### src/rtl/array111_regpx_ctrl_pkg.sv
// rtl/array111_regpx_ctrl_pkg.sv - shared types and constants for the register-array controller
package array111_regpx_ctrl_pkg;

    typedef enum logic [1:0] {
        ST_INIT = 2'd0,
        ST_CLR  = 2'd1,
        ST_RUN  = 2'd2
    } state_t;

    localparam int ERR_CNT_W = 8;
    localparam logic [ERR_CNT_W-1:0] ERR_CNT_MAX = '1;

endpackage

### src/rtl/array111_rr_arb2.sv
// rtl/array111_rr_arb2.sv - two-way round-robin arbiter with last-grant pointer
module array111_rr_arb2 (
    input  logic wclk,
    input  logic rst_,
    input  logic en,
    input  logic req_a,
    input  logic req_b,
    output logic gnt_a,
    output logic gnt_b
);

    // last_b=1 means B was granted most recently, so A wins the next tie
    logic last_b;

    always_comb begin
        gnt_a = 1'b0;
        gnt_b = 1'b0;
        if (en) begin
            if (req_a && req_b) begin
                gnt_a = last_b;
                gnt_b = !last_b;
            end else begin
                gnt_a = req_a;
                gnt_b = req_b;
            end
        end
    end

    always_ff @(posedge wclk or negedge rst_) begin
        if (!rst_) begin
            last_b <= 1'b1;
        end else if (gnt_a) begin
            last_b <= 1'b0;
        end else if (gnt_b) begin
            last_b <= 1'b1;
        end
    end

endmodule

### src/rtl/array111_regpx_ctrl.sv
// rtl/array111_regpx_ctrl.sv - init sweep, write arbitration, read pipeline and parity tracking for one 1R1W array
module array111_regpx_ctrl
    import array111_regpx_ctrl_pkg::*;
#(
    parameter int               ADDRBIT = 9,
    parameter int               DEPTH   = 512,
    parameter int               WIDTH   = 32,
    parameter logic [WIDTH-1:0] INITVAL = '0,
    parameter int               CLR_CYC = 4
) (
    input  logic                 rst_,
    input  logic                 wclk,
    input  logic                 init_start,
    output logic                 init_done,
    input  logic                 wreq_a,
    input  logic [ADDRBIT-1:0]   waddr_a,
    input  logic [WIDTH-1:0]     wdata_a,
    output logic                 wgnt_a,
    input  logic                 wreq_b,
    input  logic [ADDRBIT-1:0]   waddr_b,
    input  logic [WIDTH-1:0]     wdata_b,
    output logic                 wgnt_b,
    input  logic                 rreq,
    input  logic [ADDRBIT-1:0]   raddr,
    output logic                 rvalid,
    output logic [ADDRBIT-1:0]   mem_wa,
    output logic                 mem_we,
    output logic [WIDTH-1:0]     mem_di,
    output logic [ADDRBIT-1:0]   mem_ra,
    output logic [1:0]           mem_par_ctrl,
    input  logic                 mem_par_err,
    input  logic                 par_clr,
    input  logic                 par_dis,
    output logic                 par_int,
    output logic [ERR_CNT_W-1:0] err_cnt,
    output logic                 addr_err
);

    localparam int                 CLR_W     = $clog2(CLR_CYC) + 1;
    localparam logic [ADDRBIT:0]   DEPTH_W   = (ADDRBIT + 1)'(DEPTH);
    localparam logic [ADDRBIT-1:0] LAST_ADDR = ADDRBIT'(DEPTH - 1);
    localparam logic [CLR_W-1:0]   CLR_LAST  = CLR_W'(CLR_CYC - 1);

    state_t             state;
    state_t             state_nxt;
    logic [ADDRBIT-1:0] cnt;
    logic [CLR_W-1:0]   clr_cnt;

    logic run;
    logic sweep;
    logic clr_phase;

    logic a_ok;
    logic b_ok;
    logic r_ok;
    logic rd_issue;
    logic rd_pend;
    logic bad_req;

    logic par_clr_q;
    logic err_prev;
    logic sticky_clr;

    always_ff @(posedge wclk or negedge rst_) begin
        if (!rst_) begin
            state   <= ST_INIT;
            cnt     <= '0;
            clr_cnt <= '0;
        end else begin
            state   <= state_nxt;
            cnt     <= (state == ST_INIT && cnt != LAST_ADDR) ? cnt + 1'b1 : '0;
            clr_cnt <= (state == ST_CLR) ? clr_cnt + 1'b1 : '0;
        end
    end

    always_comb begin
        state_nxt = state;
        case (state)
            ST_INIT: if (cnt == LAST_ADDR)     state_nxt = ST_CLR;
            ST_CLR:  if (clr_cnt == CLR_LAST)  state_nxt = ST_RUN;
            ST_RUN:  if (init_start)           state_nxt = ST_INIT;
            default:                           state_nxt = ST_INIT;
        endcase
    end

    always_comb begin
        run       = (state == ST_RUN);
        sweep     = (state == ST_INIT);
        clr_phase = (state == ST_CLR);
        init_done = run;
    end

    array111_rr_arb2 u_arb (
        .wclk  (wclk),
        .rst_  (rst_),
        .en    (run),
        .req_a (wreq_a),
        .req_b (wreq_b),
        .gnt_a (wgnt_a),
        .gnt_b (wgnt_b)
    );

    assign a_ok     = ({1'b0, waddr_a} < DEPTH_W);
    assign b_ok     = ({1'b0, waddr_b} < DEPTH_W);
    assign r_ok     = ({1'b0, raddr}   < DEPTH_W);
    assign rd_issue = run && rreq;
    assign bad_req  = (wgnt_a && !a_ok) || (wgnt_b && !b_ok) || (rd_issue && !r_ok);

    // Out-of-range writes still consume the grant but never reach the array
    always_ff @(posedge wclk or negedge rst_) begin
        if (!rst_) begin
            mem_we <= 1'b0;
            mem_wa <= '0;
            mem_di <= '0;
        end else if (sweep) begin
            mem_we <= 1'b1;
            mem_wa <= cnt;
            mem_di <= INITVAL;
        end else if (wgnt_a) begin
            mem_we <= a_ok;
            mem_wa <= waddr_a;
            mem_di <= wdata_a;
        end else if (wgnt_b) begin
            mem_we <= b_ok;
            mem_wa <= waddr_b;
            mem_di <= wdata_b;
        end else begin
            mem_we <= 1'b0;
        end
    end

    // Second stage of rvalid lines up with the array's output register
    always_ff @(posedge wclk or negedge rst_) begin
        if (!rst_) begin
            mem_ra  <= '0;
            rd_pend <= 1'b0;
            rvalid  <= 1'b0;
        end else begin
            if (rd_issue) begin
                mem_ra <= raddr;
            end
            rd_pend <= rd_issue;
            rvalid  <= rd_pend;
        end
    end

    assign sticky_clr   = clr_phase || par_clr_q;
    assign mem_par_ctrl = {par_dis, sticky_clr};

    // Edge history is dropped while the sticky is being cleared so a fresh error re-fires
    always_ff @(posedge wclk or negedge rst_) begin
        if (!rst_) begin
            par_clr_q <= 1'b0;
            err_prev  <= 1'b0;
            par_int   <= 1'b0;
        end else begin
            par_clr_q <= par_clr;
            err_prev  <= sticky_clr ? 1'b0 : mem_par_err;
            par_int   <= mem_par_err && !err_prev && !sticky_clr;
        end
    end

    always_ff @(posedge wclk or negedge rst_) begin
        if (!rst_) begin
            err_cnt  <= '0;
            addr_err <= 1'b0;
        end else begin
            if (par_clr) begin
                err_cnt <= '0;
            end else if (par_int && err_cnt != ERR_CNT_MAX) begin
                err_cnt <= err_cnt + 1'b1;
            end

            if (par_clr) begin
                addr_err <= 1'b0;
            end else if (bad_req) begin
                addr_err <= 1'b1;
            end
        end
    end

endmodule

### config.mk
export PLATFORM = sky130hd
export DESIGN_NAME = array111_regpx_ctrl
export DESIGN_NICKNAME = d
export VERILOG_FILES = /design/src/rtl/array111_regpx_ctrl_pkg.sv /design/src/rtl/array111_rr_arb2.sv /design/src/rtl/array111_regpx_ctrl.sv
export SDC_FILE = /design/constraint.sdc
export NUM_CORES = 1
export LEC_CHECK = 0
export CORE_UTILIZATION = 40
export CTS_CLUSTER_SIZE = 16
export DETAILED_ROUTE_END_ITERATION = 6
export GPL_TIMING_DRIVEN = 0
export PLACE_DENSITY = 0.75
export SLEW_MARGIN = 15
export SYNTH_ARGS = -nofsm -noshare
export SYNTH_HDL_FRONTEND = slang
export SYNTH_SLANG_ARGS = --single-unit
### constraint.sdc
create_clock -name wclk -period 3.58 [get_ports wclk]
set_input_delay 0.358 -clock wclk [delete_from_list [all_inputs] [get_ports wclk]]
set_output_delay 0.358 -clock wclk [all_outputs]
set_load 0.03 [all_outputs]
==> flow_summary.json, run 1 <==
{
  "grt_first_pass_wirelength_mm": 19.3,
  "clk_latency_ps": 350,
  "ios": 167,
  "cp_top_family": "buffers and inverters",
  "die_x_microns": 104,
  "path_buf_inv": 4,
  "htree_levels": 3,
  "max_freq_mhz": 368,
  "synth_top_cell_area_share": 0.469,
  "cts_setup_buffers": 0,
  "worst-r2r-setup-slack_ps": 1690,
  "drt_pass1_iterations": 5,
  "synth_cells": 402,
  "max_slew_margin": 0.653,
  "rsz0062_at_grt": "no",
  "synth_top_family_by_area": "compound AO/OA/AOI/OAI gates",
  "synth_cell_types": 41,
  "hold_class": "flop to flop",
  "final_nets": 684,
  "crit_path_top_delay_cell": "clkdlybuf4s50_1",
  "synth_seq_cells": 79,
  "synth.area.mux_share": 0.0376,
  "initial_utilization": 0.420,
  "fp.dieH_microns": 104,
  "worst_slew_pin_slew_ps": 521,
  "whs_ps": 361,
  "drive_gt1_frac": 0.104,
  "synth_commonest_cells": "dfrtp_1, inv_1, nand3_1, o21ai_0, o311ai_2",
  "r2r-start": "cnt[0]$_DFF_PN0_",
  "outcome": "completed",
  "grtUsageTotal": 0.220,
  "via_per_inst": 5.22,
  "cts_root_buffer": "clkbuf_8",
  "cts_tree": "done",
  "synth_xor_area_frac": 0.00632,
  "synth_fa_ha_area_frac": 0.0150,
  "antenna_found_initial": 0,
  "fillers": 851,
  "r2r-end": "cnt[3]$_DFF_PN0_",
  "dp_hpwl_mm": 8.43,
  "critical_path_class": "flop to primary output",
  "path_clk_slew_ps": 90,
  "synthArstFlopShare": 1.00,
  "finalCritPeriodShare": 0.759,
  "n_antenna_cell": 0,
  "post_cts_resized": 0,
  "ff2ff_path_depth": 7,
  "fin_util": 0.625,
  "syn-mean-instance-area_sq_um": 10.3,
  "synth_compound_area_frac": 0.225,
  "crit_path_max_incr_delay_ps": 690,
  "yosysWarnings": 0,
  "detail-route-antenna-nets": 0,
  "syn-num-nets": 507,
  "synth_edf_count": 0,
  "worstHoldStart": "rd_pend$_DFF_PN0_",
  "maxCapViolations": 0,
  "via_count": 3746,
  "p_leak_nw": 2.64,
  "synth_area_leaders": "dfrtp_1, o311ai_2, nand3_1",
  "p_per_area_nw_per_um2": 369,
  "holdBufCountCts": 1,
  "finalClockSkew_ps": 12.8,
  "gp_congestion": 0.786,
  "worstSetupStartpointType": "flop",
  "syn_area_sq_um": 4160,
  "final-hold-violation-count": 0,
  "slew_violations": 0,
  "ys_seq_area_frac": 0.476,
  "synth-simple-area-share": 0.148,
  "grt_max_degree": 48,
  "cp_max_fo": 10,
  "wl_mm": 11.4,
  "period_minus_slack_ps": 2720,
  "grt_pass1_vias": 3930,
  "min_path_cells": 0,
  "min_to": "rvalid$_DFF_PN0_",
  "path_common_cell": "buf_6",
  "cp_cell_sequence": "nand2b_1 > buf_2 > and3_1 > buf_6 > buf_6 > clkdlybuf4s50_1",
  "crit_path_end_kind": "primary output",
  "fin_setup_tns_ps": 0,
  "clock_sinks": 79,
  "port_buffers": 164,
  "synth-main-ff-cell": "dfrtp_1",
  "coreArea_sq_um": 9910,
  "grt_overflow": 0,
  "crit_required_ps": 3220,
  "routedWlPerCell_microns": 15.9,
  "cts_buffers": 9,
  "synthMostInstantiatedCell": "dfrtp_1",
  "synth_largest_area_cell": "dfrtp_1",
  "clk_path_buf_depth": 2,
  "drc_errors": 0,
  "critical_path_arrival_ps": 2360,
  "rows": 36,
  "design.die.area_sq_um": 10800,
  "syn_to_final_growth_pct": 48.9,
  "setup_violations": 0,
  "worst_ir_drop_vdd_v": 0.000193,
  "drt_iter0_drc": 115
}
==> routing by layer <==
| layer | wire [microns] | vias up | GRT usage |
|---|---|---|---|
| met5 | 0 | - | 0 |
| met2 | 5520 | 131 | 0.358 |
| met4 | 250 | 0 | 0.0898 |
| li1 | - | 1785 | - |
| met1 | 5020 | 1813 | 0.286 |
| met3 | 637 | 17 | 0.0464 |
==> cell usage in the layout (no fill, tap or decap), types with 2 or more instances in the layout <==
cell type and count:
a211oi_1 8, a21oi_1 9, a221oi_1 4, and2_1 3, and3_1 3, and4_1 2, buf_2 5, buf_4 5
buf_6 5, clkbuf_1 24, clkbuf_8 9, clkdlybuf4s50_1 163, clkinv_2 3, dfrtp_1 78, ha_1 5, inv_1 48
mux2_1 13, nand2_1 6, nand2b_1 5, nand3_1 38, nand3b_1 7, nand4_1 3, nor2_1 16, nor2b_1 14
nor3_1 7, o21ai_0 36, o311a_1 7, o311ai_1 6, o311ai_2 28, or3_1 4, xnor2_1 2
==> metrics by stage <==
stage	area, sq um	power, mW	std cells	setup slack, ps
3_5_place_dp	5990	1.65	700	906
2_1_floorplan	4160	1.35	402	1840
6_report	6190	2.28	717	863
5_1_grt	6190	2.39	717	778
4_1_cts	6190	2.30	717	838
3_3_place_gp	5970	1.62	699	-699
==> worst max path at each step <==
stage / slack, ps / cells past startpoint / startpoint / end
2_1_floorplan: 1840 / 5 / state[0]$_DFFE_PN0P_ / wgnt_b
3_3_place_gp: -700 / 1 / rst_ / mem_di[31]$_DFFE_PN0P_
3_5_place_dp: 910 / 7 / wreq_b / wgnt_a
4_1_cts: 840 / 6 / u_arb.last_b$_DFFE_PN1P_ / wgnt_a
5_1_grt: 780 / 6 / u_arb.last_b$_DFFE_PN1P_ / wgnt_a
6_report: 860 / 6 / u_arb.last_b$_DFFE_PN1P_ / wgnt_a
==> layout make-up <==
cell class / instances / area [sq um] / share of cell area
plain buffers: 37 / 198 / 0.0319
clock buffers: 10 / 128 / 0.0206
clock inverters: 6 / 61.3 / 0.00990
inverters: 48 / 180 / 0.0291
multi-input cells: 238 / 1800 / 0.291
flip-flops and latches: 79 / 1980 / 0.320
well taps: 133 / 166 / 0.0269
repair buffers: 166 / 1680 / 0.271
==> report_power, final <==
group | total [mW] | internal [mW] | leakage [nW] | switching, mW
clock | 0.657 | 0.320 | 0.0960 | 0.336
combinational | 0.566 | 0.291 | 1.49 | 0.274
sequential | 1.06 | 0.982 | 1.05 | 0.0782
total | 2.28 | 1.59 | 2.64 | 0.689
==> flip-flops by register name (all words and copies together) (netlist names) <==
signal	flops
mem_ra	9
err_prev	1
mem_di	32
mem_wa	9
rd_pend	1
cnt	9
u_arb.last_b	1
rvalid	1
mem_we	1
err_cnt	8
par_int	1
clr_cnt	3
state	2
par_clr_q	1
==> logic make-up after synthesis <==
group / after synthesis
AND/OR/NAND/NOR: 112
AO/OA/AOI/OAI: 103
buffers and inverters: 85
flip-flops: 79
multiplexers: 14
adder cells (fa/ha/maj): 5
XOR/XNOR: 3
other: 1
No activity file was read; power rests on OpenSTA's default activity.
==> run 2: changes to the inputs <==
--- a/config.mk
+++ b/config.mk
@@ -9,7 +9,7 @@
 export CTS_CLUSTER_SIZE = 16
 export DETAILED_ROUTE_END_ITERATION = 6
 export GPL_TIMING_DRIVEN = 0
-export PLACE_DENSITY = 0.75
+export PLACE_DENSITY = 0.78
 export SLEW_MARGIN = 15
 export SYNTH_ARGS = -nofsm -noshare
 export SYNTH_HDL_FRONTEND = slang
==> constraint.sdc (replaced) <==
create_clock -name wclk -period 2.2 [get_ports wclk]
set_input_delay 0.22 -clock wclk [delete_from_list [all_inputs] [get_ports wclk]]
set_output_delay 0.22 -clock wclk [all_outputs]
set_load 0.03 [all_outputs]
==> flow_summary.json, run 2 (synthesis results as in run 1) <==
{
  "outcome": "completed",
  "p_per_area_nw_per_um2": 607,
  "worst_ir_drop_vdd_v": 0.000291,
  "die_x_microns": 104,
  "initial_utilization": 0.420,
  "cts_root_buffer": "clkbuf_8",
  "cts_tree": "done",
  "crit_path_end_kind": "primary output",
  "globalRouteMet2Util": 0.362,
  "cp_max_fo": 10,
  "crit_required_ps": 1980,
  "path_clk_slew_ps": 90,
  "coreArea_sq_um": 9910,
  "via_per_inst": 5.29,
  "n_antenna_cell": 0,
  "max_freq_mhz": 474,
  "largest_reg_flops": 32,
  "clock_sinks": 79,
  "gr-usage-met3": 0.0652,
  "place_area_sq_um": 5990,
  "top_register": "mem_di",
  "cts_setup_buffers": 0,
  "fin_util": 0.626,
  "maxCapViolations": 0,
  "clk_latency_ps": 350,
  "grt_first_pass_wirelength_mm": 19.0,
  "htree_levels": 3,
  "finalCritPeriodShare": 0.959,
  "port_buffers": 164,
  "final_cell_mix": "clkdlybuf4s50_1, dfrtp_1, inv_1",
  "grtUsageTotal": 0.218,
  "ios": 167,
  "routedWlPerCell_microns": 15.9,
  "final-hold-violation-count": 0,
  "clk_path_buf_depth": 2,
  "gp_congestion": 0.794,
  "via_count": 3793,
  "drive_gt1_frac": 0.110,
  "dp_hpwl_mm": 8.66,
  "grt_overflow": 0,
  "gr-max-usage-layer": "met2",
  "grt_pass1_vias": 3907,
  "layout_commonest_cell": "clkdlybuf4s50_1",
  "finalClockSkew_ps": 9.87,
  "critical_path_arrival_ps": 1890,
  "critical_path_class": "flop to primary output",
  "worstSetupStartpointType": "flop",
  "drt_pass1_iterations": 4,
  "hold_class": "input port to asynchronous set/reset pin",
  "wl_mm": 11.4,
  "fin_area_sq_um": 6210,
  "power_mw": 3.77,
  "detail-route-antenna-nets": 0,
  "grt_max_degree": 54,
  "drt_iter0_drc": 191,
  "fp.dieH_microns": 104,
  "drc_errors": 0,
  "slew_violations": 0,
  "antenna_found_initial": 0,
  "pre_cts_ws_ps": -180,
  "rows": 36,
  "cts_buffers": 9,
  "period_minus_slack_ps": 2110,
  "final_nets": 684,
  "setup_violations": 0,
  "p_leak_nw": 2.64,
  "design.die.area_sq_um": 10800,
  "syn_to_final_growth_pct": 49.3,
  "finalWorstSetupSlack_ps": 90.4,
  "use_met1": 0.255
}
run 2: final timing paths:
check                                     start                      to  slack [ps]  cells past startpoint
min reg2reg                   rd_pend$_DFF_PN0_        rvalid$_DFF_PN0_         360                      0
min                                        rst_  mem_di[10]$_DFFE_PN0P_         310                      2
max                        state[0]$_DFFE_PN0P_                  wgnt_a          90                      7
max in group asynchronous                  rst_   mem_ra[8]$_DFFE_PN0P_        1310                      3
min in group wclk             rd_pend$_DFF_PN0_        rvalid$_DFF_PN0_         360                      0
max reg2reg                    cnt[0]$_DFF_PN0_        cnt[3]$_DFF_PN0_         320                      7
run 2: power breakdown:
group / switching, mW / internal (mW) / leakage (nW)
Clock: 0.557 / 0.559 / 0.0912
Sequential: 0.133 / 1.60 / 1.05
Combinational: 0.449 / 0.474 / 1.50
run 2: repair_timing:
| item | 4_1_cts | 5_1_grt |
|---|---|---|
| hold buffers | 1 | 0 |
| setup endpoints to repair | 3 | 1 |
| endpoints found under the hold margin | 25 | 0 |
| gates resized for setup | 8 | 2 |
run 2: worst max-delay path: stages (launching register included):
cell and delay, ps:
dfrtp_1 370, buf_4 170, nor2b_1 110, clkbuf_4 190, and3_1 170, buf_6 140, buf_6 170, clkbuf_4 210
run 2: stage by stage:
step / instances / TNS (ps) / hold slack (ps)
after floorplan: 402 / 0 / -75.6
after global placement: 699 / -151460 / 336
after detailed placement: 700 / -180 / 169
after CTS: 717 / 0 / 338
final: 717 / 0 / 314
after global routing: 717 / -13.0 / 351
run 2: metal layers:
layer / part of all wire / vias up / wire, microns
met4: 0.037 / 0 / 425
met5: 0 / - / 0
met2: 0.49 / 158 / 5580
li1: - / 1793 / -
met3: 0.079 / 34 / 905
met1: 0.39 / 1808 / 4490
run 2: area by class of cell:
type	count	area, sq um
buffer	37	201
multi-input combinational	238	1800
sequential	79	1980
tap	133	166
clock inverter	6	68.8
inverter	48	180
clock buffer	10	138
fill	816	3700
timing repair buffer	166	1670
==> run 3: changes to the inputs <==
--- a/config.mk
+++ b/config.mk
@@ -9,7 +9,7 @@
 export CTS_CLUSTER_SIZE = 16
 export DETAILED_ROUTE_END_ITERATION = 6
 export GPL_TIMING_DRIVEN = 0
-export PLACE_DENSITY = 0.78
+export PLACE_DENSITY_LB_ADDON = 0.08
 export SLEW_MARGIN = 15
 export SYNTH_ARGS = -nofsm -noshare
 export SYNTH_HDL_FRONTEND = slang
==> flow_summary.json, run 3 (synthesis results as in run 1) <==
{
  "outcome": "completed",
  "cts_buffers": 9,
  "p_per_area_nw_per_um2": 618,
  "finalClockSkew_ps": 11.3,
  "drive_gt1_frac": 0.105,
  "cts_tree": "done",
  "initial_utilization": 0.420,
  "clk_latency_ps": 360,
  "worst_slew_pin_slew_ps": 599,
  "grt_pass1_vias": 3850,
  "critical_path_class": "flop to primary output",
  "largest_reg_flops": 32,
  "ios": 167,
  "drt_pass1_iterations": 4,
  "slew_violations": 0,
  "grt_first_pass_wirelength_mm": 19.6,
  "setup_violations": 0,
  "path_clk_slew_ps": 80,
  "via_per_inst": 5.18,
  "crit_required_ps": 1980,
  "detail-route-antenna-nets": 0,
  "port_buffers": 164,
  "final-hold-violation-count": 0,
  "die_x_microns": 104,
  "gr-max-usage-layer": "met2",
  "clock_sinks": 79,
  "cp_max_fo": 10,
  "grt_max_degree": 53,
  "finalWorstSetupSlack_ps": 135,
  "use_met1": 0.292,
  "max_slew_margin": 0.601,
  "wl_mm": 11.9,
  "max_freq_mhz": 484,
  "top_register": "mem_di",
  "drc_errors": 0,
  "final_nets": 683,
  "p_leak_nw": 2.65,
  "hold_class": "input port to asynchronous set/reset pin",
  "via_count": 3707,
  "cts_root_buffer": "clkbuf_8",
  "syn_to_final_growth_pct": 49.1,
  "antenna_found_initial": 0,
  "htree_levels": 3,
  "fp.dieH_microns": 104,
  "n_antenna_cell": 0,
  "layout_commonest_cell": "clkdlybuf4s50_1",
  "cts_setup_buffers": 0,
  "critical_path_arrival_ps": 1840,
  "rows": 36,
  "gp_congestion": 0.794,
  "worstSetupStartpointType": "flop",
  "globalRouteMet2Util": 0.379,
  "grtUsageTotal": 0.229,
  "routedWlPerCell_microns": 16.6,
  "period_minus_slack_ps": 2060,
  "coreArea_sq_um": 9910,
  "clk_path_buf_depth": 2,
  "finalCritPeriodShare": 0.939,
  "rsz0062_at_grt": "no",
  "pre_cts_ws_ps": -205,
  "grt_overflow": 0,
  "design.die.area_sq_um": 10800,
  "drt_iter0_drc": 116,
  "worst_ir_drop_vdd_v": 0.000484,
  "multiInputGateArea_sq_um": 1800,
  "gr-usage-met3": 0.0752,
  "crit_path_end_kind": "primary output",
  "maxCapViolations": 0,
  "fillers": 868,
  "fin_setup_tns_ps": 0,
  "dp_hpwl_mm": 8.66,
  "final_cell_mix": "clkdlybuf4s50_1, dfrtp_1, inv_1",
  "seqCellArea_sq_um": 1980
}
## run 3: path summary, 6_finish.rpt
check                                          start                endpoint  slack (ps)  cells after the start
worst max-delay path            state[0]$_DFFE_PN0P_               init_done         140                      4
worst min register to register     rd_pend$_DFF_PN0_        rvalid$_DFF_PN0_         350                      0
worst min-delay path                            rst_        mem_we$_DFF_PN0_         320                      2
min in group wclk                  rd_pend$_DFF_PN0_        rvalid$_DFF_PN0_         350                      0
worst max register to register      cnt[0]$_DFF_PN0_        cnt[7]$_DFF_PN0_         300                      7
max in group asynchronous                       rst_  mem_di[11]$_DFFE_PN0P_        1290                      3
## run 3: area by class of cell
class                           count  area share
Inverter                           48      0.0291
Clock inverter                      4      0.0113
Clock buffer                       11      0.0228
Multi-Input combinational cell    238       0.291
Buffer                             36      0.0307
Sequential cell                    79       0.319
Timing Repair Buffer              166       0.270
Tap cell                          133      0.0268
## run 3: what timing repair did
| item | CTS | global route |
|---|---|---|
| gates resized for setup | 8 | 2 |
| setup endpoints to repair | 3 | 1 |
| endpoints found under the hold margin | 26 | 0 |
| hold buffers | 1 | 0 |
| gates cloned | 0 | 0 |
## run 3: per-stage QoR
stage | area (sq um) | power, mW | hold WS [ps] | cells | util
2_1_floorplan | 4160 | 2.20 | -75.6 | 402 | -
3_3_place_gp | 5970 | 2.63 | 337 | 699 | 0.602
3_5_place_dp | 5990 | 2.67 | 176 | 700 | 0.605
4_1_cts | 6210 | 3.87 | 321 | 716 | 0.626
5_1_grt | 6200 | 4.02 | 341 | 715 | 0.626
6_report | 6200 | 3.83 | 321 | 715 | 0.626
## run 3: metal layers
layer  wire (microns)  vias to the layer above
li1                 -                     1781
met1             5260                     1804
met2             5780                      116
met3              741                        6
met4               91                        0
met5                0                        -
## run 3: critical path, stage by stage, from the launching register on
cell	delay, ps
dfrtp_1	360
buf_4	160
nor2b_1	100
clkbuf_4	190
clkdlybuf4s50_1	680
## run 3: report_power, final
part           switching (mW)  internal (mW)
logic                   0.434          0.473
clock network           0.537          0.661
registers               0.130           1.60
